File: src/rtl/dumbrv_gpio_pkg.sv
// Shared constants for the dumbrv GPIO peripheral: register offsets,
// EN field split, stray access size encodings and small mask helpers.
package dumbrv_gpio_pkg;

  // Register word offsets, addr[4:2]
  localparam logic [2:0] REG_DIN  = 3'd0;
  localparam logic [2:0] REG_DOUT = 3'd1;
  localparam logic [2:0] REG_OE   = 3'd2;
  localparam logic [2:0] REG_SET  = 3'd3;
  localparam logic [2:0] REG_CLR  = 3'd4;
  localparam logic [2:0] REG_TGL  = 3'd5;
  localparam logic [2:0] REG_EN   = 3'd6;
  localparam logic [2:0] REG_PEND = 3'd7;

  // EN register: rise enables in [15:0], fall enables from this bit up
  localparam int EN_FALL_LSB = 16;

  // stray_size_i encodings (bytes per access)
  localparam logic [2:0] SIZE_BYTE = 3'd1;
  localparam logic [2:0] SIZE_HALF = 3'd2;
  localparam logic [2:0] SIZE_WORD = 3'd4;

  // Implemented EN bits: only pins 0..15 can have edge enables
  function automatic logic [31:0] en_mask(input int width);
    logic [31:0] m;
    m = '0;
    for (int i = 0; i < EN_FALL_LSB; i++) begin
      if (i < width) begin
        m[i]               = 1'b1;
        m[EN_FALL_LSB + i] = 1'b1;
      end
    end
    return m;
  endfunction

  // Read-data mask for a given access size; unsupported sizes read 0
  function automatic logic [31:0] size_mask(input logic [2:0] size);
    logic [31:0] m;
    case (size)
      SIZE_BYTE: m = 32'h0000_00FF;
      SIZE_HALF: m = 32'h0000_FFFF;
      SIZE_WORD: m = 32'hFFFF_FFFF;
      default:   m = 32'h0000_0000;
    endcase
    return m;
  endfunction

  function automatic logic size_ok(input logic [2:0] size);
    return (size == SIZE_BYTE) || (size == SIZE_HALF) || (size == SIZE_WORD);
  endfunction

endpackage

File: src/rtl/dumbrv_gpio_irq_if.sv
// Stray memory bus request/response bundle as seen by a peripheral.
interface dumbrv_gpio_irq_if;
  logic        stray_en_i;
  logic        stray_wr_i;
  logic [15:0] stray_addr_i;
  logic [2:0]  stray_size_i;
  logic [31:0] stray_data_i;
  logic [31:0] stray_data_o;
  logic        stray_done_o;

  // Requester side (core or testbench)
  modport master (
    output stray_en_i, stray_wr_i, stray_addr_i, stray_size_i, stray_data_i,
    input  stray_data_o, stray_done_o
  );

  // Peripheral side
  modport slave (
    input  stray_en_i, stray_wr_i, stray_addr_i, stray_size_i, stray_data_i,
    output stray_data_o, stray_done_o
  );
endinterface

File: src/rtl/dumbrv_gpio_sync.sv
// Input synchroniser, one-cycle delayed copy and edge detection.
// Edges are held off until the chain has filled after reset so that a pin
// sitting high through reset does not look like a rising edge.
module dumbrv_gpio_sync #(
  parameter int WIDTH       = 8,
  parameter int SYNC_STAGES = 2
) (
  input  logic             clk,
  input  logic             rst_n,
  input  logic [WIDTH-1:0] i_async,
  output logic [WIDTH-1:0] o_s,
  output logic [WIDTH-1:0] o_rise,
  output logic [WIDTH-1:0] o_fall
);

  localparam int PRIME = SYNC_STAGES + 1;
  localparam int CW    = $clog2(PRIME + 1);

  logic [WIDTH-1:0] r_sync [SYNC_STAGES];
  logic [WIDTH-1:0] r_s_d;
  logic [CW-1:0]    r_prime;
  logic [WIDTH-1:0] w_s;
  logic             w_primed;

  assign w_s      = r_sync[SYNC_STAGES-1];
  assign w_primed = (r_prime == CW'(PRIME));

  // Synchroniser chain plus delayed copy of the synchronised value
  always_ff @(posedge clk or negedge rst_n) begin
    if (!rst_n) begin
      for (int k = 0; k < SYNC_STAGES; k++) r_sync[k] <= '0;
      r_s_d <= '0;
    end else begin
      r_sync[0] <= i_async;
      for (int k = 1; k < SYNC_STAGES; k++) r_sync[k] <= r_sync[k-1];
      r_s_d <= w_s;
    end
  end

  // Saturating prime counter; edges are valid once it reaches PRIME
  always_ff @(posedge clk or negedge rst_n) begin
    if (!rst_n) begin
      r_prime <= '0;
    end else if (!w_primed) begin
      r_prime <= r_prime + CW'(1);
    end
  end

  assign o_s    = w_s;
  assign o_rise = w_primed ? (w_s & ~r_s_d) : '0;
  assign o_fall = w_primed ? (~w_s & r_s_d) : '0;

endmodule

File: src/rtl/dumbrv_gpio_irq.sv
// GPIO peripheral on the dumbrv stray bus: direction/data registers with
// atomic SET/CLR/TGL, synchronised inputs, edge-triggered sticky pending
// flags and a single level interrupt.
module dumbrv_gpio_irq
  import dumbrv_gpio_pkg::*;
#(
  parameter int               WIDTH       = 8,
  parameter logic [15:0]      BASE        = 16'hFFE0,
  parameter int               SYNC_STAGES = 2,
  parameter logic [WIDTH-1:0] RESET_OUT   = '0
) (
  input  logic                 clk,
  input  logic                 rst_n,
  dumbrv_gpio_irq_if.slave     bus,
  input  logic [WIDTH-1:0]     gpio_i,
  output logic [WIDTH-1:0]     gpio_o,
  output logic [WIDTH-1:0]     gpio_oe_o,
  output logic                 irq_o
);

  localparam int          NIRQ    = (WIDTH < EN_FALL_LSB) ? WIDTH : EN_FALL_LSB;
  localparam logic [31:0] EN_MASK = en_mask(WIDTH);

  logic [WIDTH-1:0] r_dout;
  logic [WIDTH-1:0] r_oe;
  logic [31:0]      r_en;
  logic [WIDTH-1:0] r_pend;
  logic             r_done;
  logic [31:0]      r_rdata;

  logic [WIDTH-1:0] w_s;
  logic [WIDTH-1:0] w_rise;
  logic [WIDTH-1:0] w_fall;
  logic [WIDTH-1:0] w_rise_en;
  logic [WIDTH-1:0] w_fall_en;

  logic [1:0]       w_off;
  logic [2:0]       w_word;
  logic             w_in_win;
  logic             w_accept;
  logic             w_hit;
  logic             w_wr;
  logic             w_rd;
  logic [3:0]       w_lane;
  logic [31:0]      w_bmask;
  logic [31:0]      w_wd;
  logic [WIDTH-1:0] w_wd_n;
  logic [WIDTH-1:0] w_bm_n;
  logic [31:0]      w_rmux;
  logic [31:0]      w_rdata;

  logic [WIDTH-1:0] w_dout_nx;
  logic [WIDTH-1:0] w_oe_nx;
  logic [31:0]      w_en_nx;
  logic [WIDTH-1:0] w_pend_clr;
  logic [WIDTH-1:0] w_pend_set;

  dumbrv_gpio_sync #(
    .WIDTH       (WIDTH),
    .SYNC_STAGES (SYNC_STAGES)
  ) u_sync (
    .clk     (clk),
    .rst_n   (rst_n),
    .i_async (gpio_i),
    .o_s     (w_s),
    .o_rise  (w_rise),
    .o_fall  (w_fall)
  );

  // Per-pin edge enables; pins at or above EN_FALL_LSB have no IRQ
  for (genvar gi = 0; gi < WIDTH; gi++) begin : g_en
    if (gi < NIRQ) begin : g_irq
      assign w_rise_en[gi] = r_en[gi];
      assign w_fall_en[gi] = r_en[EN_FALL_LSB + gi];
    end else begin : g_noirq
      assign w_rise_en[gi] = 1'b0;
      assign w_fall_en[gi] = 1'b0;
    end
  end

  assign w_off    = bus.stray_addr_i[1:0];
  assign w_word   = bus.stray_addr_i[4:2];
  assign w_in_win = (bus.stray_addr_i[15:5] == BASE[15:5]);
  assign w_accept = bus.stray_en_i & ~r_done;
  assign w_hit    = w_accept & w_in_win & size_ok(bus.stray_size_i);
  assign w_wr     = w_hit & bus.stray_wr_i;
  assign w_rd     = w_hit & ~bus.stray_wr_i;

  // Byte-lane selection; accesses that run past byte 3 are truncated
  always_comb begin
    w_lane = '0;
    for (int k = 0; k < 4; k++) begin
      if ((k >= int'(w_off)) && (k < int'(w_off) + int'(bus.stray_size_i))) begin
        w_lane[k] = 1'b1;
      end
    end
    for (int k = 0; k < 4; k++) begin
      w_bmask[8*k +: 8] = {8{w_lane[k]}};
    end
  end

  // Right-aligned write data steered onto the selected lanes
  assign w_wd   = (bus.stray_data_i << {w_off, 3'b000}) & w_bmask;
  assign w_wd_n = w_wd[WIDTH-1:0];
  assign w_bm_n = w_bmask[WIDTH-1:0];

  // Read mux, then shift down to the access offset and trim to size
  always_comb begin
    w_rmux = '0;
    case (w_word)
      REG_DIN:  w_rmux = 32'(w_s);
      REG_DOUT: w_rmux = 32'(r_dout);
      REG_OE:   w_rmux = 32'(r_oe);
      REG_EN:   w_rmux = r_en;
      REG_PEND: w_rmux = 32'(r_pend);
      default:  w_rmux = '0;
    endcase
    w_rdata = (w_rmux >> {w_off, 3'b000}) & size_mask(bus.stray_size_i);
  end

  // Next-state for the writable registers
  always_comb begin
    w_dout_nx  = r_dout;
    w_oe_nx    = r_oe;
    w_en_nx    = r_en;
    w_pend_clr = '0;
    if (w_wr) begin
      case (w_word)
        REG_DOUT: w_dout_nx  = (r_dout & ~w_bm_n) | w_wd_n;
        REG_OE:   w_oe_nx    = (r_oe & ~w_bm_n) | w_wd_n;
        REG_SET:  w_dout_nx  = r_dout | w_wd_n;
        REG_CLR:  w_dout_nx  = r_dout & ~w_wd_n;
        REG_TGL:  w_dout_nx  = r_dout ^ w_wd_n;
        REG_EN:   w_en_nx    = ((r_en & ~w_bmask) | w_wd) & EN_MASK;
        REG_PEND: w_pend_clr = w_wd_n;
        default:  w_dout_nx  = r_dout;
      endcase
    end
  end

  // An enabled edge in the same cycle as a W1C keeps the flag set
  assign w_pend_set = (w_rise & w_rise_en) | (w_fall & w_fall_en);

  // Register file, pending flags and single-cycle response
  always_ff @(posedge clk or negedge rst_n) begin
    if (!rst_n) begin
      r_dout  <= RESET_OUT;
      r_oe    <= '0;
      r_en    <= '0;
      r_pend  <= '0;
      r_done  <= 1'b0;
      r_rdata <= '0;
    end else begin
      r_dout  <= w_dout_nx;
      r_oe    <= w_oe_nx;
      r_en    <= w_en_nx;
      r_pend  <= (r_pend & ~w_pend_clr) | w_pend_set;
      r_done  <= w_accept;
      r_rdata <= w_rd ? w_rdata : '0;
    end
  end

  assign bus.stray_done_o = r_done;
  assign bus.stray_data_o = r_rdata;
  assign gpio_o           = r_dout;
  assign gpio_oe_o        = r_oe;
  assign irq_o            = |(r_pend & (w_rise_en | w_fall_en));

endmodule

File: src/flat_wrapper.sv
// flat-port wrapper written by rule: the top's interface ports become plain ports
module dumbrv_gpio_irq_flat import dumbrv_gpio_pkg::*;
#(
  parameter int               WIDTH       = 8,
  parameter logic [15:0]      BASE        = 16'hFFE0,
  parameter int               SYNC_STAGES = 2,
  parameter logic [WIDTH-1:0] RESET_OUT   = '0
)
  (clk, rst_n, gpio_i, gpio_o, gpio_oe_o, irq_o, bus_stray_en_i, bus_stray_wr_i, bus_stray_addr_i, bus_stray_size_i, bus_stray_data_i, bus_stray_data_o, bus_stray_done_o);
  dumbrv_gpio_irq_if bus_i ();
  input  logic clk;
  input  logic rst_n;
  input  logic [WIDTH-1:0] gpio_i;
  output logic [WIDTH-1:0] gpio_o;
  output logic [WIDTH-1:0] gpio_oe_o;
  output logic irq_o;
  input wire logic [$bits(bus_i.stray_en_i)-1:0] bus_stray_en_i;
  input wire logic [$bits(bus_i.stray_wr_i)-1:0] bus_stray_wr_i;
  input wire logic [$bits(bus_i.stray_addr_i)-1:0] bus_stray_addr_i;
  input wire logic [$bits(bus_i.stray_size_i)-1:0] bus_stray_size_i;
  input wire logic [$bits(bus_i.stray_data_i)-1:0] bus_stray_data_i;
  output wire logic [$bits(bus_i.stray_data_o)-1:0] bus_stray_data_o;
  output wire logic [$bits(bus_i.stray_done_o)-1:0] bus_stray_done_o;
  assign bus_i.stray_en_i = bus_stray_en_i;
  assign bus_i.stray_wr_i = bus_stray_wr_i;
  assign bus_i.stray_addr_i = bus_stray_addr_i;
  assign bus_i.stray_size_i = bus_stray_size_i;
  assign bus_i.stray_data_i = bus_stray_data_i;
  assign bus_stray_data_o = bus_i.stray_data_o;
  assign bus_stray_done_o = bus_i.stray_done_o;
  dumbrv_gpio_irq #(.WIDTH(WIDTH), .BASE(BASE), .SYNC_STAGES(SYNC_STAGES), .RESET_OUT(RESET_OUT)) u_core (.clk(clk), .rst_n(rst_n), .bus(bus_i), .gpio_i(gpio_i), .gpio_o(gpio_o), .gpio_oe_o(gpio_oe_o), .irq_o(irq_o));
endmodule
File: config.mk
export PLATFORM = sky130hd
export DESIGN_NAME = dumbrv_gpio_irq_flat
export DESIGN_NICKNAME = d
export VERILOG_FILES = /design/src/rtl/dumbrv_gpio_pkg.sv /design/src/rtl/dumbrv_gpio_irq_if.sv /design/src/rtl/dumbrv_gpio_sync.sv /design/src/rtl/dumbrv_gpio_irq.sv /design/src/flat_wrapper.sv
export SDC_FILE = /design/constraint.sdc
export NUM_CORES = 1
export LEC_CHECK = 0
export CORE_ASPECT_RATIO = 0.9
export CORE_MARGIN = 1
export CORE_UTILIZATION = 54
export CTS_CLUSTER_DIAMETER = 60
export DETAILED_ROUTE_END_ITERATION = 8
export PLACE_DENSITY = 0.9
export SYNTH_ARGS = -nofsm -noshare
export SYNTH_HDL_FRONTEND = slang
export SYNTH_HIERARCHICAL = 1
export SYNTH_SLANG_ARGS = --single-unit
File: constraint.sdc
create_clock -name clk -period 3.72 [get_ports clk]
set_input_delay 0.93 -clock clk [delete_from_list [all_inputs] [get_ports clk]]
set_output_delay 0.93 -clock clk [all_outputs]
set_load 0.01 [all_outputs]
# Word level (Yosys, flattened, before mapping)
# Index checks and enable logic that the tools add are counted.
# totals
mem_bits_ro	0
in_bits	63
wordCells	87
output_inout_bits	50
ramBits	0
latch_bits	0
regBits	99
mem_count	0
# op_classes
div	0
magnitude_cmp	6
mux	11
n_shift	2
multipliers	0
n_addsub	2
n_bitwise	33
eq_ne	12
reduce_logical	11
# op_table
cell	count
$pmux 24 s5	1
$pmux 32 s3	1
$and 8x8->8	9
$and 24x24->24	2
$or 8x8->8	6
$not 8->8	5
$and 32x32->32	1
$lt 1x32->1 const A	1
$lt 2x32->1 const A	1
$lt 3x32->1 const A	1
$mux 32	1
$mux 8	4
$pmux 8 s4	1
$shl 32x5->24	1
$shr 24x5->32	1
$not 24->24	1
$or 24x24->24	1
$eq 3x3->1 const B	5
$eq 11x11->1 const B	1
$eq 3x2->1 const B	3
$reduce_or 8->1	1
$xor 8x8->8	1
$eq 3x1->1 const B	2
$reduce_and 2->1	3
other kinds (12)	23

# Depth between registers and ports, before layout
# Gate-level depths: netlist of the first run.
# logic_depth
depth_word	10
ltp_mapped	11
mapped_depth_nobuf	10

# Cells and area by module
# The synthesis of the first run kept the hierarchy.
# by_module_without_submodules
module	area_per_inst_um2	instances	cells_per_inst
dumbrv_gpio_irq	3761.1	1	387
dumbrv_gpio_sync	914.6	1	55

# Worst setup path after synthesis of the first run
# No wires, ideal clock.
# synth_timing
path_type	in2reg
startpoint	in bus_stray_addr_i[0]
endpoint	reg u_core.r_dout[1] (netlist: u_core/gpio_o[1])
setup_time_ns	0.121
cell_stages	10
arrival_time_ns	3.242
setup_slack_ns	0.357
n_path_buf	1
t_required_ns	3.599
cell_sequence	ha_1 fa_1 nor2_1 a311oi_2 clkbuf_1 nand2_1 ha_1 mux2i_1 a32o_1 a22o_1
# synth_via
elab_chain_len	8
word_cells_on_any_way	15
# synth_rtl
item	line	source
start: declaration	flat_wrapper.sv:19	input wire logic [$bits(bus_i.stray_addr_i)-1:0] bus_stray_addr_i;
$add 2x3->4	dumbrv_gpio_irq.sv:93	if ((k >= int'(w_off)) && (k < int'(w_off) + int'(bus.stray_size_i))) begin
$lt 1x32->1	dumbrv_gpio_irq.sv:93	
$logic_and 1x1->1	dumbrv_gpio_irq.sv:93	
$mux 1	dumbrv_gpio_irq.sv:93	
$and 24x24->24 or $not 8->8 (tied branches)	dumbrv_gpio_irq.sv:103, dumbrv_gpio_irq.sv:129	
$not 8->8 or $and 8x8->8 (tied branches)	dumbrv_gpio_irq.sv:132, dumbrv_gpio_irq.sv:129	
$and 8x8->8 or $or 8x8->8 (tied branches)	dumbrv_gpio_irq.sv:132, dumbrv_gpio_irq.sv:129	
$pmux 8 s4 (*)	dumbrv_gpio_irq.sv:128	case (w_word)
end signal: assignment	dumbrv_gpio_irq.sv:154	r_dout <= w_dout_nx;
end: declaration	dumbrv_gpio_irq.sv:24	logic [WIDTH-1:0] r_dout;
# Every way passes the cells marked *; elsewhere a longest branch is shown, timed or not.
# A chain may end at the register's enable or synchronous reset.

# Worst setup path after layout of the first run
# layout_timing
startpoint	in bus_stray_size_i[0]
endpoint	reg u_core.r_dout[5] (netlist: u_core/gpio_o[5])
# layout_via
elab_chain_len	8
word_cells_on_any_way	21
# layout_rtl
item	line	source
start: declaration	flat_wrapper.sv:20	input wire logic [$bits(bus_i.stray_size_i)-1:0] bus_stray_size_i;
$add 2x3->4	dumbrv_gpio_irq.sv:93	
$lt 1x32->1	dumbrv_gpio_irq.sv:93	
$logic_and 1x1->1	dumbrv_gpio_irq.sv:93	
$mux 1	dumbrv_gpio_irq.sv:93	
$and 24x24->24 or $not 8->8 (tied branches)	dumbrv_gpio_irq.sv:103, dumbrv_gpio_irq.sv:129	
$not 8->8 or $and 8x8->8 (tied branches)	dumbrv_gpio_irq.sv:132, dumbrv_gpio_irq.sv:129	
$and 8x8->8 or $or 8x8->8 (tied branches)	dumbrv_gpio_irq.sv:132, dumbrv_gpio_irq.sv:129	
$pmux 8 s4	dumbrv_gpio_irq.sv:128	
# Several ways; a longest one is shown, not always the timed one.

==> results of run 1 <==
cells by family (layout without fill, tap and decap cells):
kind of cell / Yosys count / count (layout) / synth area share
DFF: 91 / 91 / 0.487
and+or+nand+nor: 121 / 121 / 0.141
buffers and inverters: 66 / 154 / 0.0717
AOI/OAI and AO/OA: 105 / 105 / 0.161
xor gates and xnor gates: 2 / 2 / 0.00535
adders and majority gates: 13 / 13 / 0.0364
other: 1 / 8 / 0.000802
muxes: 43 / 43 / 0.0966
metrics by stage:
step / total power, uW / worst slack [ps]
floorplan: 1150 / 357
global placement: 1250 / 21.0
detailed placement: 1260 / -116
CTS: 1910 / 295
global route: 1980 / 116
finish: 1900 / 235
worst max-delay path by stage:
stage,cells past startpoint,from,endpoint,slack [ps]
after floorplan,10,bus_stray_addr_i[0],u_core/gpio_o[1],360
after global placement,11,bus_stray_size_i[0],u_core/gpio_o[3],20
after detailed placement,11,bus_stray_size_i[0],u_core/gpio_o[2],-120
after CTS,11,bus_stray_size_i[0],u_core/gpio_o[3],300
after global routing,11,bus_stray_size_i[0],u_core/gpio_o[5],120
final,11,bus_stray_size_i[0],u_core/gpio_o[5],240
layer usage:
metal,vias to the layer above,share of wire
li1,1761,-
met1,1900,0.42
met2,206,0.48
met3,27,0.086
met4,0,0.019
met5,-,0
cells in the final DEF (no fill, tap or decap), types with 8 or more instances in the layout:
| cell | instances |
|---|---|
| conb_1 | 8 |
| ha_1 | 12 |
| mux2_1 | 8 |
| dfrtp_1 | 91 |
| nand2_1 | 38 |
| o21ai_0 | 30 |
| a21oi_1 | 15 |
| a221o_1 | 8 |
| clkdlybuf4s50_1 | 95 |
| buf_4 | 19 |
| mux2i_1 | 26 |
| nor3_1 | 18 |
| mux2_2 | 9 |
| and3b_1 | 11 |
| a41oi_1 | 8 |
| nor2_1 | 16 |
| a211oi_1 | 11 |
| inv_1 | 22 |
| clkbuf_8 | 9 |
worst reg2reg max path, cell delays in order (launching register included):
cell and delay (ps):
dfrtp_1 380, nand2b_1 200, a2111oi_4 330, and3_1 350, o21ai_0 450, o2bb2ai_1 320
power by group:
| group | switching, uW | leakage [uW] | total (uW) | internal, uW |
|---|---|---|---|---|
| clock | 391 | 0.0000962 | 652 | 261 |
| combinational | 127 | 0.00146 | 237 | 110 |
| sequential | 8.48 | 0.00112 | 1010 | 1000 |
| total | 526 | 0.00268 | 1900 | 1370 |
layout make-up:
class	count	area, sq um	share of cell area
clock buffers	9	124	0.0210
clock inverters	7	72.6	0.0123
inverters	23	86.3	0.0146
multi-input cells	292	2090	0.354
flip-flops and latches	91	2280	0.386
well taps	115	144	0.0244
repair buffers	115	1110	0.189
synthesized netlist by cell type (2+ instances only):
cell type,instances
dfrtp_1,91
nand2_1,38
o21ai_0,30
mux2i_1,26
inv_1,22
buf_4,20
nor3_1,18
clkbuf_1,16
nor2_1,16
a21oi_1,15
ha_1,12
a211oi_1,11
and3b_1,11
mux2_2,9
a221o_1,8
a41oi_1,8
mux2_1,8
a31oi_1,7
nor2b_1,7
and3b_2,6
o2bb2ai_1,6
a22oi_1,5
nand4_1,5
a22o_1,4
and3_1,4
buf_2,4
nand3b_1,3
or2_2,3
a221oi_1,2
a32o_1,2
a32oi_1,2
and2_1,2
buf_1,2
nand2b_1,2
nand4b_1,2
==> impl_results.html, run 1 <==
<table>
<tr><th>Metric</th><th>Value</th></tr>
<tr><th colspan="2">Status</th></tr>
<tr><td>Run status</td><td>finished clean</td></tr>
<tr><th colspan="2">Routing</th></tr>
<tr><td>Wire length after detailed routing</td><td>12400 microns</td></tr>
<tr><td>Initial detailed-routing violation count</td><td>363</td></tr>
<tr><td>Drc violations</td><td>0</td></tr>
<tr><td>Final routed wire length divided by cell count</td><td>19.0 microns</td></tr>
<tr><td>Post-detailed-route count of antenna-violating nets</td><td>0</td></tr>
<tr><td>Via-to-Cell Ratio</td><td>5.97</td></tr>
<tr><td>First-pass detailed-route iteration total</td><td>5</td></tr>
<tr><td>DR vias</td><td>3894</td></tr>
<tr><th colspan="2">STA</th></tr>
<tr><td>Smallest hold slack</td><td>355 ps</td></tr>
<tr><td>Unrepaired setup endpoints after global routing</td><td>no</td></tr>
<tr><td>Worst slew pin tran</td><td>1090 ps</td></tr>
<tr><td>Final Hold Violating Endpoints</td><td>0</td></tr>
<tr><td>Maximum operating frequency</td><td>287 MHz</td></tr>
<tr><td>Clock Skews</td><td>9.70 ps</td></tr>
<tr><td>Total negative slack for setup checks</td><td>0 ps</td></tr>
<tr><td>Final min period</td><td>3480 ps</td></tr>
<tr><td>Relative slew slack</td><td>0.263</td></tr>
<tr><td>Slew Viols, Final</td><td>0</td></tr>
<tr><td>Setup violation total in the final timing report</td><td>0</td></tr>
<tr><td>Final Cycle Share</td><td>0.937</td></tr>
<tr><th colspan="2">Synthesis</th></tr>
<tr><td>Async set or reset register ratio after synthesis</td><td>1.00</td></tr>
<tr><td>Leading register cell type out of synthesis</td><td>dfrtp_1</td></tr>
<tr><td>EDFF count, synth</td><td>0</td></tr>
<tr><td>Avg Synthesized Cell Area</td><td>10.6 sq um</td></tr>
<tr><td>Post-synthesis instance area</td><td>0.00468 sq mm</td></tr>
<tr><td>Area share of the largest cell type after synthesis</td><td>0.487</td></tr>
<tr><td>Dominant cells by area after synthesis</td><td>dfrtp_1 (49%), mux2i_1 (5.6%), buf_4 (3.2%), ha_1 (3.2%), o21ai_0 (3.2%)</td></tr>
<tr><td>Total of flip-flops plus latches after synthesis</td><td>91</td></tr>
<tr><td>Mapped Cells</td><td>442</td></tr>
<tr><td>Cell type contributing the most total cell area after synthesis</td><td>dfrtp_1</td></tr>
<tr><td>Fraction of the yosys area taken by sequential cells</td><td>0.487</td></tr>
<tr><td>Distinct cell type count after synthesis</td><td>50</td></tr>
<tr><td>Syn. warnings</td><td>6</td></tr>
<tr><th colspan="2">Global route</th></tr>
<tr><td>Overflow left after global routing</td><td>0</td></tr>
<tr><td>Wire length of the first global-routing pass</td><td>19800 microns</td></tr>
<tr><td>Global routing usage on met2</td><td>0.466</td></tr>
<tr><td>Most utilized layer in the global route result</td><td>met2</td></tr>
<tr><td>Number of antenna violations at the first check in global routing</td><td>0</td></tr>
<tr><td>Overall track demand over capacity in global routing</td><td>0.286</td></tr>
<tr><td>Number of global-route vias before repair</td><td>3949</td></tr>
<tr><td>GRT met3 Usage</td><td>0.0627</td></tr>
<tr><td>M1 GR Usage</td><td>0.379</td></tr>
<tr><td>Pin count of the biggest net entering global routing</td><td>76</td></tr>
<tr><th colspan="2">Placement</th></tr>
<tr><td>Placed cell area</td><td>0.00571 sq mm</td></tr>
<tr><td>Post-Place Cells</td><td>636</td></tr>
<tr><td>Final HPWL from detailed placement</td><td>8840 microns</td></tr>
<tr><td>Input/output buffers</td><td>96</td></tr>
<tr><td>Routability congestion estimate</td><td>0.889</td></tr>
<tr><th colspan="2">Critical path</th></tr>
<tr><td>Endpoint type of the worst setup path</td><td>flop</td></tr>
<tr><td>CP max stage cell</td><td>clkdlybuf4s50_1</td></tr>
<tr><td>Critical Path RT</td><td>4020 ps</td></tr>
<tr><td>Number of buffer and inverter instances along the worst setup path</td><td>2</td></tr>
<tr><td>Highest net fanout along the worst path</td><td>26</td></tr>
<tr><td>Library cell appearing most often on the critical path</td><td>ha_1</td></tr>
<tr><td>Worst Reg2Reg Path Length in Cells</td><td>5</td></tr>
<tr><td>Worst R2R Setup Slack</td><td>1610 ps</td></tr>
<tr><td>Element type at the critical path start</td><td>input port</td></tr>
<tr><td>Critical register-to-register path startpoint</td><td>u_core/bus.stray_done_o</td></tr>
<tr><td>Largest stage delay on the critical path</td><td>550 ps</td></tr>
<tr><td>Cell Chain, Critical Path</td><td>clkdlybuf4s50_1 &gt; ha_1 &gt; fa_1 &gt; nor4_1 &gt; a311oi_2 &gt; buf_12 &gt; nand2_1 &gt; ha_1 &gt; a211oi_1 &gt; a31oi_1 &gt; o2bb2ai_1</td></tr>
<tr><td>Critical Path AT</td><td>3780 ps</td></tr>
<tr><td>Top delay family on crit path</td><td>adder cells</td></tr>
<tr><td>Type of the worst setup path</td><td>input port to flop</td></tr>
<tr><td>Endpoint of the worst register-to-register path</td><td>u_core/gpio_o[2]</td></tr>
<tr><th colspan="2">Finish</th></tr>
<tr><td>Net count, final</td><td>608</td></tr>
<tr><td>Post-route standard cell area excluding fillers</td><td>0.00591 sq mm</td></tr>
<tr><td>Final std cells w/o fill</td><td>652</td></tr>
<tr><td>Antenna Diode Count</td><td>0</td></tr>
<tr><td>Layout cell share with drive strength beyond 1</td><td>0.108</td></tr>
<tr><td>Filler instances</td><td>586</td></tr>
<tr><td>Area growth, synth to finish</td><td>26.3%</td></tr>
<tr><td>Final standard cell utilization of the core</td><td>0.718</td></tr>
<tr><th colspan="2">Clocking</th></tr>
<tr><td>Number of clock buffers inserted by TritonCTS</td><td>9</td></tr>
<tr><td>Clock tree from TritonCTS</td><td>built</td></tr>
<tr><td>Number of sinks handled by clock tree synthesis</td><td>91</td></tr>
<tr><td>Cts-stage hold buffer count</td><td>0</td></tr>
<tr><td>Count of buffers added by post-CTS timing repair for setup</td><td>0</td></tr>
<tr><td>Clock transition at the registers of the reported paths</td><td>100 ps</td></tr>
<tr><td>Clock root buffer master</td><td>clkbuf_8</td></tr>
<tr><td>Total number of H-tree levels</td><td>3</td></tr>
<tr><td>Clk buf depth</td><td>2</td></tr>
<tr><td>Clock latency of the later-clocked register in the worst-skew pair</td><td>370 ps</td></tr>
<tr><td>Count of instances resized after the clock tree is built</td><td>0</td></tr>
<tr><th colspan="2">Hold path</th></tr>
<tr><td>Hold Crit Class</td><td>flop to flop</td></tr>
<tr><td>Hold wc startpoint</td><td>u_core/u_sync/r_sync[13]</td></tr>
<tr><td>Endpoint of the worst hold-timing path</td><td>u_core/u_sync/o_s[5]</td></tr>
<tr><td>Number of instances on the worst hold path</td><td>0</td></tr>
<tr><th colspan="2">Job</th></tr>
<tr><td>Reported max-cap violation count</td><td>0</td></tr>
<tr><th colspan="2">Pwr</th></tr>
<tr><td>Leakage power total</td><td>0.00268 uW</td></tr>
<tr><td>VDD IR max</td><td>0.202 mV</td></tr>
<tr><td>Power density normalized to cell area</td><td>322 mW/mm^2</td></tr>
<tr><th colspan="2">Die</th></tr>
<tr><td>Number of rows in the core area</td><td>31</td></tr>
<tr><td>Height of the die</td><td>90.3 microns</td></tr>
<tr><td>Core ar.</td><td>0.00822 sq mm</td></tr>
<tr><td>Overall die width</td><td>100 microns</td></tr>
<tr><td>Floorplan die area</td><td>0.00904 sq mm</td></tr>
<tr><td>Number of top-level pins</td><td>113</td></tr>
<tr><td>Effective utilization at floorplan</td><td>0.569</td></tr>
</table>
Power figures use the tool's default switching activity.
==> run 2, diff against run 1 <==
--- a/config.mk
+++ b/config.mk
@@ -10,6 +10,7 @@
 export CORE_UTILIZATION = 54
 export CTS_CLUSTER_DIAMETER = 60
 export DETAILED_ROUTE_END_ITERATION = 8
+export GPL_TIMING_DRIVEN = 0
 export PLACE_DENSITY = 0.9
 export SYNTH_ARGS = -nofsm -noshare
 export SYNTH_HDL_FRONTEND = slang
==> run 2 against run 1 <==
Net effect:
- routed wire length increased by 7.1%
- largest cell class unchanged
- clock power increased by 8.7%
- sequential cell count unchanged
- design area increased by 2.0%
- final cell count increased by 3.4%
- register-to-register slack improved by 20 ps
- utilization increased by 1.4 points
- worst hold slack improved by 3.0 ps
- total power increased by 3.9%
- non-clock buffer count increased by 22
- global-route usage increased by 2.9 points
- critical endpoint is now u_core/gpio_o[2]
==> impl_results.html, run 2 (synthesis results as in run 1) <==
<table>
<tr><th>Metric</th><th>Value</th></tr>
<tr><th colspan="2">Clocking</th></tr>
<tr><td>Clk buf depth</td><td>2</td></tr>
<tr><td>Number of clock buffers inserted by TritonCTS</td><td>9</td></tr>
<tr><td>Total number of H-tree levels</td><td>3</td></tr>
<tr><td>Number of sinks handled by clock tree synthesis</td><td>91</td></tr>
<tr><td>Clock transition at the registers of the reported paths</td><td>90 ps</td></tr>
<tr><td>Clock tree from TritonCTS</td><td>built</td></tr>
<tr><td>Clock root buffer master</td><td>clkbuf_8</td></tr>
<tr><td>Cts-stage hold buffer count</td><td>0</td></tr>
<tr><td>Clock latency of the later-clocked register in the worst-skew pair</td><td>380 ps</td></tr>
<tr><th colspan="2">STA</th></tr>
<tr><td>Final Hold Violating Endpoints</td><td>0</td></tr>
<tr><td>Clock Skews</td><td>14.3 ps</td></tr>
<tr><td>Relative slew slack</td><td>0.367</td></tr>
<tr><td>Maximum operating frequency</td><td>276 MHz</td></tr>
<tr><td>Total negative slack for setup checks</td><td>0 ps</td></tr>
<tr><td>Final min period</td><td>3620 ps</td></tr>
<tr><td>Setup violation total in the final timing report</td><td>0</td></tr>
<tr><td>Worst slew pin tran</td><td>939 ps</td></tr>
<tr><td>Slew Viols, Final</td><td>0</td></tr>
<tr><td>Smallest hold slack</td><td>358 ps</td></tr>
<tr><td>Unrepaired setup endpoints after global routing</td><td>no</td></tr>
<tr><td>Final Cycle Share</td><td>0.974</td></tr>
<tr><th colspan="2">Pwr</th></tr>
<tr><td>Total Power</td><td>1970 uW</td></tr>
<tr><td>Power share of the sequential group</td><td>0.512</td></tr>
<tr><td>Combinational group share of total power</td><td>0.129</td></tr>
<tr><td>Power density normalized to cell area</td><td>328 mW/mm^2</td></tr>
<tr><td>Leakage power total</td><td>0.00274 uW</td></tr>
<tr><td>Internal Pwr Total</td><td>1440 uW</td></tr>
<tr><td>Power share of the clock group</td><td>0.359</td></tr>
<tr><td>VDD IR max</td><td>0.284 mV</td></tr>
<tr><td>Sw Ratio</td><td>0.270</td></tr>
<tr><td>Net switching power</td><td>533 uW</td></tr>
<tr><th colspan="2">Finish</th></tr>
<tr><td>Antenna Diode Count</td><td>0</td></tr>
<tr><td>Area growth, synth to finish</td><td>28.9%</td></tr>
<tr><td>Layout cell share with drive strength beyond 1</td><td>0.122</td></tr>
<tr><td>Most frequent cells in the layout</td><td>clkdlybuf4s50_1 (91), dfrtp_1 (91), nand2_1 (38)</td></tr>
<tr><td>Final std cells w/o fill</td><td>674</td></tr>
<tr><td>Net count, final</td><td>630</td></tr>
<tr><th colspan="2">Global route</th></tr>
<tr><td>M1 GR Usage</td><td>0.406</td></tr>
<tr><td>GRT met3 Usage</td><td>0.0820</td></tr>
<tr><td>Most utilized layer in the global route result</td><td>met2</td></tr>
<tr><td>Global routing usage on met2</td><td>0.499</td></tr>
<tr><td>Wire length of the first global-routing pass</td><td>21400 microns</td></tr>
<tr><td>Number of global-route vias before repair</td><td>4141</td></tr>
<tr><td>Overall track demand over capacity in global routing</td><td>0.316</td></tr>
<tr><td>Number of antenna violations at the first check in global routing</td><td>0</td></tr>
<tr><td>Overflow left after global routing</td><td>0</td></tr>
<tr><td>Pin count of the biggest net entering global routing</td><td>60</td></tr>
<tr><th colspan="2">Critical path</th></tr>
<tr><td>Critical Path AT</td><td>3900 ps</td></tr>
<tr><td>Endpoint type of the worst setup path</td><td>flop</td></tr>
<tr><td>CP max stage cell</td><td>fa_1</td></tr>
<tr><td>Top delay family on crit path</td><td>adder cells</td></tr>
<tr><td>Cell Chain, Critical Path</td><td>clkdlybuf4s50_1 &gt; ha_1 &gt; fa_1 &gt; nor2_1 &gt; a311oi_4 &gt; clkbuf_2 &gt; nand2_1 &gt; ha_1 &gt; a211oi_1 &gt; a31oi_1 &gt; o2bb2ai_1</td></tr>
<tr><td>Library cell appearing most often on the critical path</td><td>ha_1</td></tr>
<tr><td>Worst R2R Setup Slack</td><td>1630 ps</td></tr>
<tr><td>Highest net fanout along the worst path</td><td>10</td></tr>
<tr><td>Largest stage delay on the critical path</td><td>570 ps</td></tr>
<tr><td>Number of buffer and inverter instances along the worst setup path</td><td>2</td></tr>
<tr><td>Type of the worst setup path</td><td>input port to flop</td></tr>
<tr><td>Critical Path RT</td><td>4000 ps</td></tr>
<tr><td>Element type at the critical path start</td><td>input port</td></tr>
<tr><th colspan="2">Placement</th></tr>
<tr><td>Routability congestion estimate</td><td>0.910</td></tr>
<tr><td>Final HPWL from detailed placement</td><td>9560 microns</td></tr>
<tr><td>Post-Place Cells</td><td>657</td></tr>
<tr><td>Input/output buffers</td><td>92</td></tr>
<tr><th colspan="2">Die</th></tr>
<tr><td>Core ar.</td><td>0.00822 sq mm</td></tr>
<tr><td>Effective utilization at floorplan</td><td>0.569</td></tr>
<tr><td>Height of the die</td><td>90.3 microns</td></tr>
<tr><td>Number of top-level pins</td><td>113</td></tr>
<tr><td>Number of rows in the core area</td><td>31</td></tr>
<tr><td>Overall die width</td><td>100 microns</td></tr>
<tr><td>Floorplan die area</td><td>0.00904 sq mm</td></tr>
<tr><th colspan="2">Routing</th></tr>
<tr><td>Drc violations</td><td>0</td></tr>
<tr><td>Post-detailed-route count of antenna-violating nets</td><td>0</td></tr>
<tr><td>Via-to-Cell Ratio</td><td>6.12</td></tr>
<tr><td>Wire length after detailed routing</td><td>13200 microns</td></tr>
<tr><td>DR vias</td><td>4123</td></tr>
<tr><td>Initial detailed-routing violation count</td><td>412</td></tr>
<tr><td>First-pass detailed-route iteration total</td><td>5</td></tr>
<tr><td>Final routed wire length divided by cell count</td><td>19.6 microns</td></tr>
<tr><th colspan="2">Status</th></tr>
<tr><td>Run status</td><td>finished clean</td></tr>
<tr><th colspan="2">Hold path</th></tr>
<tr><td>Hold Crit Class</td><td>flop to flop</td></tr>
<tr><th colspan="2">Job</th></tr>
<tr><td>Reported max-cap violation count</td><td>0</td></tr>
</table>
## run 2: cell type report
cell class	instances	area, sq um
clock inverter	7	83.8
inverter	23	86.3
buffer	43	250
sequential	91	2280
timing repair buffer	94	953
clock buffer	9	124
multi-input combinational	292	2110
tap	115	144
fill	610	2200
## run 2: timing repair
action / 4_1_cts / 5_1_grt
resized for setup: 2 / 1
setup endpoints to repair: 8 / 5
pin swaps: 1 / 0
buffers inserted: 1 / 0
## run 2: stage by stage
stage                util  worst slack (ps)  area (sq um)
finish              0.733              98.3          6030
detailed placement  0.704              -751          5790
global route        0.733              11.3          6030
floorplan               -               357          4700
CTS                 0.732              78.7          6020
global placement    0.701             -1460          5770
## run 2: layer usage
metal | vias up | wire, microns
met4 | 0 | 478
met1 | 1998 | 5320
met3 | 51 | 1310
met2 | 263 | 6130
li1 | 1811 | -
met5 | - | 0
## run 2: path summary, 6_finish.rpt
path,startpoint,end,cells after the start
min in group asynchronous,rst_n,u_core/u_sync/r_sync[13],1
worst max register to register,u_core/bus.stray_done_o,flop,6
max in group asynchronous,rst_n,u_core/u_sync/o_s[7],2
worst min-delay path,u_core/u_sync/r_sync[11],u_core/u_sync/o_s[3],0
worst min register to register,u_core/u_sync/r_sync[11],u_core/u_sync/o_s[3],0
worst max-delay path,bus_stray_addr_i[0],u_core/gpio_o[2],11
## run 2: power groups by stage
stage | registers [uW] | logic (uW) | clock network [uW]
floorplan | 1030 | 120 | 0
global placement | 1030 | 231 | 0
detailed placement | 1030 | 243 | 0
CTS | 1010 | 249 | 725
global route | 1010 | 275 | 766
finish | 1010 | 255 | 709
## run 2: worst reg2reg max path: stages, from the launching register on
cell,delay (ps)
dfrtp_1,390
nand2b_1,210
a2111oi_4,320
and3_1,330
and3_1,180
buf_4,200
mux2_1,340
==> run 3, diff against run 2 <==
--- a/config.mk
+++ b/config.mk
@@ -5,11 +5,11 @@
 export SDC_FILE = /design/constraint.sdc
 export NUM_CORES = 1
 export LEC_CHECK = 0
-export CORE_ASPECT_RATIO = 0.9
 export CORE_MARGIN = 1
 export CORE_UTILIZATION = 54
 export CTS_CLUSTER_DIAMETER = 60
 export DETAILED_ROUTE_END_ITERATION = 8
+export GPL_ROUTABILITY_DRIVEN = 0
 export GPL_TIMING_DRIVEN = 0
 export PLACE_DENSITY = 0.9
 export SYNTH_ARGS = -nofsm -noshare
==> run 3 against run 2 <==
Net effect:
- clock power shrank 8.9%
- non-clock buffer count is the same
- first-iteration DRC count shrank 19%
- maximum frequency is essentially flat
- via count shrank 3.1%
- register-to-register slack lost 40 ps
- sequential power is essentially flat
==> impl_results.html, run 3 (synthesis results as in run 1) <==
<table>
<tr><th>Metric</th><th>Value</th></tr>
<tr><th colspan="2">Global route</th></tr>
<tr><td>Number of antenna violations at the first check in global routing</td><td>0</td></tr>
<tr><td>Number of global-route vias before repair</td><td>4123</td></tr>
<tr><td>Overflow left after global routing</td><td>0</td></tr>
<tr><td>Pin count of the biggest net entering global routing</td><td>64</td></tr>
<tr><td>Overall track demand over capacity in global routing</td><td>0.298</td></tr>
<tr><td>Wire length of the first global-routing pass</td><td>20100 microns</td></tr>
<tr><th colspan="2">Clocking</th></tr>
<tr><td>Total number of H-tree levels</td><td>3</td></tr>
<tr><td>Number of sinks handled by clock tree synthesis</td><td>91</td></tr>
<tr><td>Clock transition at the registers of the reported paths</td><td>90 ps</td></tr>
<tr><td>Clock tree from TritonCTS</td><td>built</td></tr>
<tr><td>Clock latency of the later-clocked register in the worst-skew pair</td><td>370 ps</td></tr>
<tr><td>Number of clock buffers inserted by TritonCTS</td><td>9</td></tr>
<tr><td>Clock root buffer master</td><td>clkbuf_8</td></tr>
<tr><td>Clk buf depth</td><td>2</td></tr>
<tr><th colspan="2">Finish</th></tr>
<tr><td>Layout cell share with drive strength beyond 1</td><td>0.120</td></tr>
<tr><td>Post-route standard cell area excluding fillers</td><td>0.00600 sq mm</td></tr>
<tr><td>Net count, final</td><td>630</td></tr>
<tr><td>Most frequent cells in the layout</td><td>clkdlybuf4s50_1 (91), dfrtp_1 (91), nand2_1 (38)</td></tr>
<tr><td>Area growth, synth to finish</td><td>28.3%</td></tr>
<tr><td>Antenna Diode Count</td><td>0</td></tr>
<tr><th colspan="2">Die</th></tr>
<tr><td>Floorplan die area</td><td>0.00903 sq mm</td></tr>
<tr><td>Height of the die</td><td>95.1 microns</td></tr>
<tr><td>Overall die width</td><td>95.1 microns</td></tr>
<tr><td>Number of rows in the core area</td><td>33</td></tr>
<tr><td>Number of top-level pins</td><td>113</td></tr>
<tr><td>Effective utilization at floorplan</td><td>0.563</td></tr>
<tr><td>Core ar.</td><td>0.00830 sq mm</td></tr>
<tr><th colspan="2">STA</th></tr>
<tr><td>Clock Skews</td><td>7.70 ps</td></tr>
<tr><td>Final Cycle Share</td><td>0.973</td></tr>
<tr><td>Smallest hold slack</td><td>355 ps</td></tr>
<tr><td>Unrepaired setup endpoints after global routing</td><td>no</td></tr>
<tr><td>Setup violation total in the final timing report</td><td>0</td></tr>
<tr><td>Final min period</td><td>3620 ps</td></tr>
<tr><td>Total negative slack for setup checks</td><td>0 ps</td></tr>
<tr><td>Slew Viols, Final</td><td>0</td></tr>
<tr><td>Relative slew slack</td><td>0.522</td></tr>
<tr><td>Final Hold Violating Endpoints</td><td>0</td></tr>
<tr><td>Worst slew pin tran</td><td>710 ps</td></tr>
<tr><td>Maximum operating frequency</td><td>276 MHz</td></tr>
<tr><th colspan="2">Critical path</th></tr>
<tr><td>Critical Path RT</td><td>3980 ps</td></tr>
<tr><td>Endpoint type of the worst setup path</td><td>flop</td></tr>
<tr><td>Critical Path AT</td><td>3880 ps</td></tr>
<tr><td>Element type at the critical path start</td><td>input port</td></tr>
<tr><td>Type of the worst setup path</td><td>input port to flop</td></tr>
<tr><td>Highest net fanout along the worst path</td><td>10</td></tr>
<tr><th colspan="2">Routing</th></tr>
<tr><td>Final routed wire length divided by cell count</td><td>18.6 microns</td></tr>
<tr><td>Drc violations</td><td>0</td></tr>
<tr><td>Wire length after detailed routing</td><td>12400 microns</td></tr>
<tr><td>Via-to-Cell Ratio</td><td>6.02</td></tr>
<tr><td>First-pass detailed-route iteration total</td><td>5</td></tr>
<tr><td>Post-detailed-route count of antenna-violating nets</td><td>0</td></tr>
<tr><td>DR vias</td><td>3995</td></tr>
<tr><td>Initial detailed-routing violation count</td><td>333</td></tr>
<tr><th colspan="2">Job</th></tr>
<tr><td>Reported max-cap violation count</td><td>0</td></tr>
<tr><th colspan="2">Placement</th></tr>
<tr><td>Final HPWL from detailed placement</td><td>9140 microns</td></tr>
<tr><td>Input/output buffers</td><td>92</td></tr>
<tr><td>Placed cell area</td><td>0.00578 sq mm</td></tr>
<tr><th colspan="2">Pwr</th></tr>
<tr><td>Power density normalized to cell area</td><td>318 mW/mm^2</td></tr>
<tr><td>Total Power</td><td>1910 uW</td></tr>
<tr><td>Leakage power total</td><td>0.00273 uW</td></tr>
<tr><td>VDD IR max</td><td>0.197 mV</td></tr>
<tr><th colspan="2">Hold path</th></tr>
<tr><td>Hold Crit Class</td><td>flop to flop</td></tr>
<tr><th colspan="2">Status</th></tr>
<tr><td>Run status</td><td>finished clean</td></tr>
</table>
-- run 3: final cells by class --
cell class                      instances  area (sq um)
Fill cell                             581          2300
Clock inverter                          5          45.0
Clock buffer                           11           141
Multi-Input combinational cell        292          2120
Buffer                                 43           250
Timing Repair Buffer                   94           953
Inverter                               23          86.3
Tap cell                              105           131
Sequential cell                        91          2280
-- run 3: timing repair --
item	in CTS	in global routing
setup buffers	1	0
hold buffers	0	0
pin swaps	1	0
resized for setup	3	2
setup endpoints to repair	8	1
cloned	0	0
-- run 3: power breakdown --
part	switching, uW	internal (uW)
clock	374	272
combinational	136	117
sequential	7.36	1000
total	517	1390
-- run 3: worst max-delay path: stages --
cell and delay, ps:
clkdlybuf4s50_1 480, ha_1 270, fa_1 590, nor2_1 140, a311oi_4 330, buf_2 300
nand2_1 80, ha_1 290, mux2i_1 60, a32o_1 230, a22o_1 170
-- run 3: path summary, 6_finish.rpt --
kind                       slack [ps]                     start  cells after the start                          end
min reg2reg                       360  u_core/u_sync/r_sync[15]                      0         u_core/u_sync/o_s[7]
max reg2reg                      1590   u_core/bus.stray_done_o                      6                         flop
min in group asynchronous         480                     rst_n                      1  u_core/bus.stray_data_o[21]
min                               360  u_core/u_sync/r_sync[15]                      0         u_core/u_sync/o_s[7]
max in group asynchronous        2610                     rst_n                      2             u_core/r_pend[1]
max                               100       bus_stray_addr_i[0]                     11             u_core/gpio_o[1]
-- run 3: metal layers --
| layer | vias up | part of all wire | track usage |
|---|---|---|---|
| met4 | 0 | 0.037 | 0.165 |
| met3 | 50 | 0.086 | 0.0758 |
| li1 | 1809 | - | - |
| met1 | 1920 | 0.39 | 0.360 |
| met5 | - | 0 | 0 |
| met2 | 216 | 0.49 | 0.486 |
-- run 3: through the flow --
stage	instances	worst slack, ps	utilization
floorplan	449	357	-
global placement	646	-1370	0.693
detailed placement	647	-651	0.696
CTS	664	152	0.722
global route	664	15.4	0.723
finish	664	101	0.723
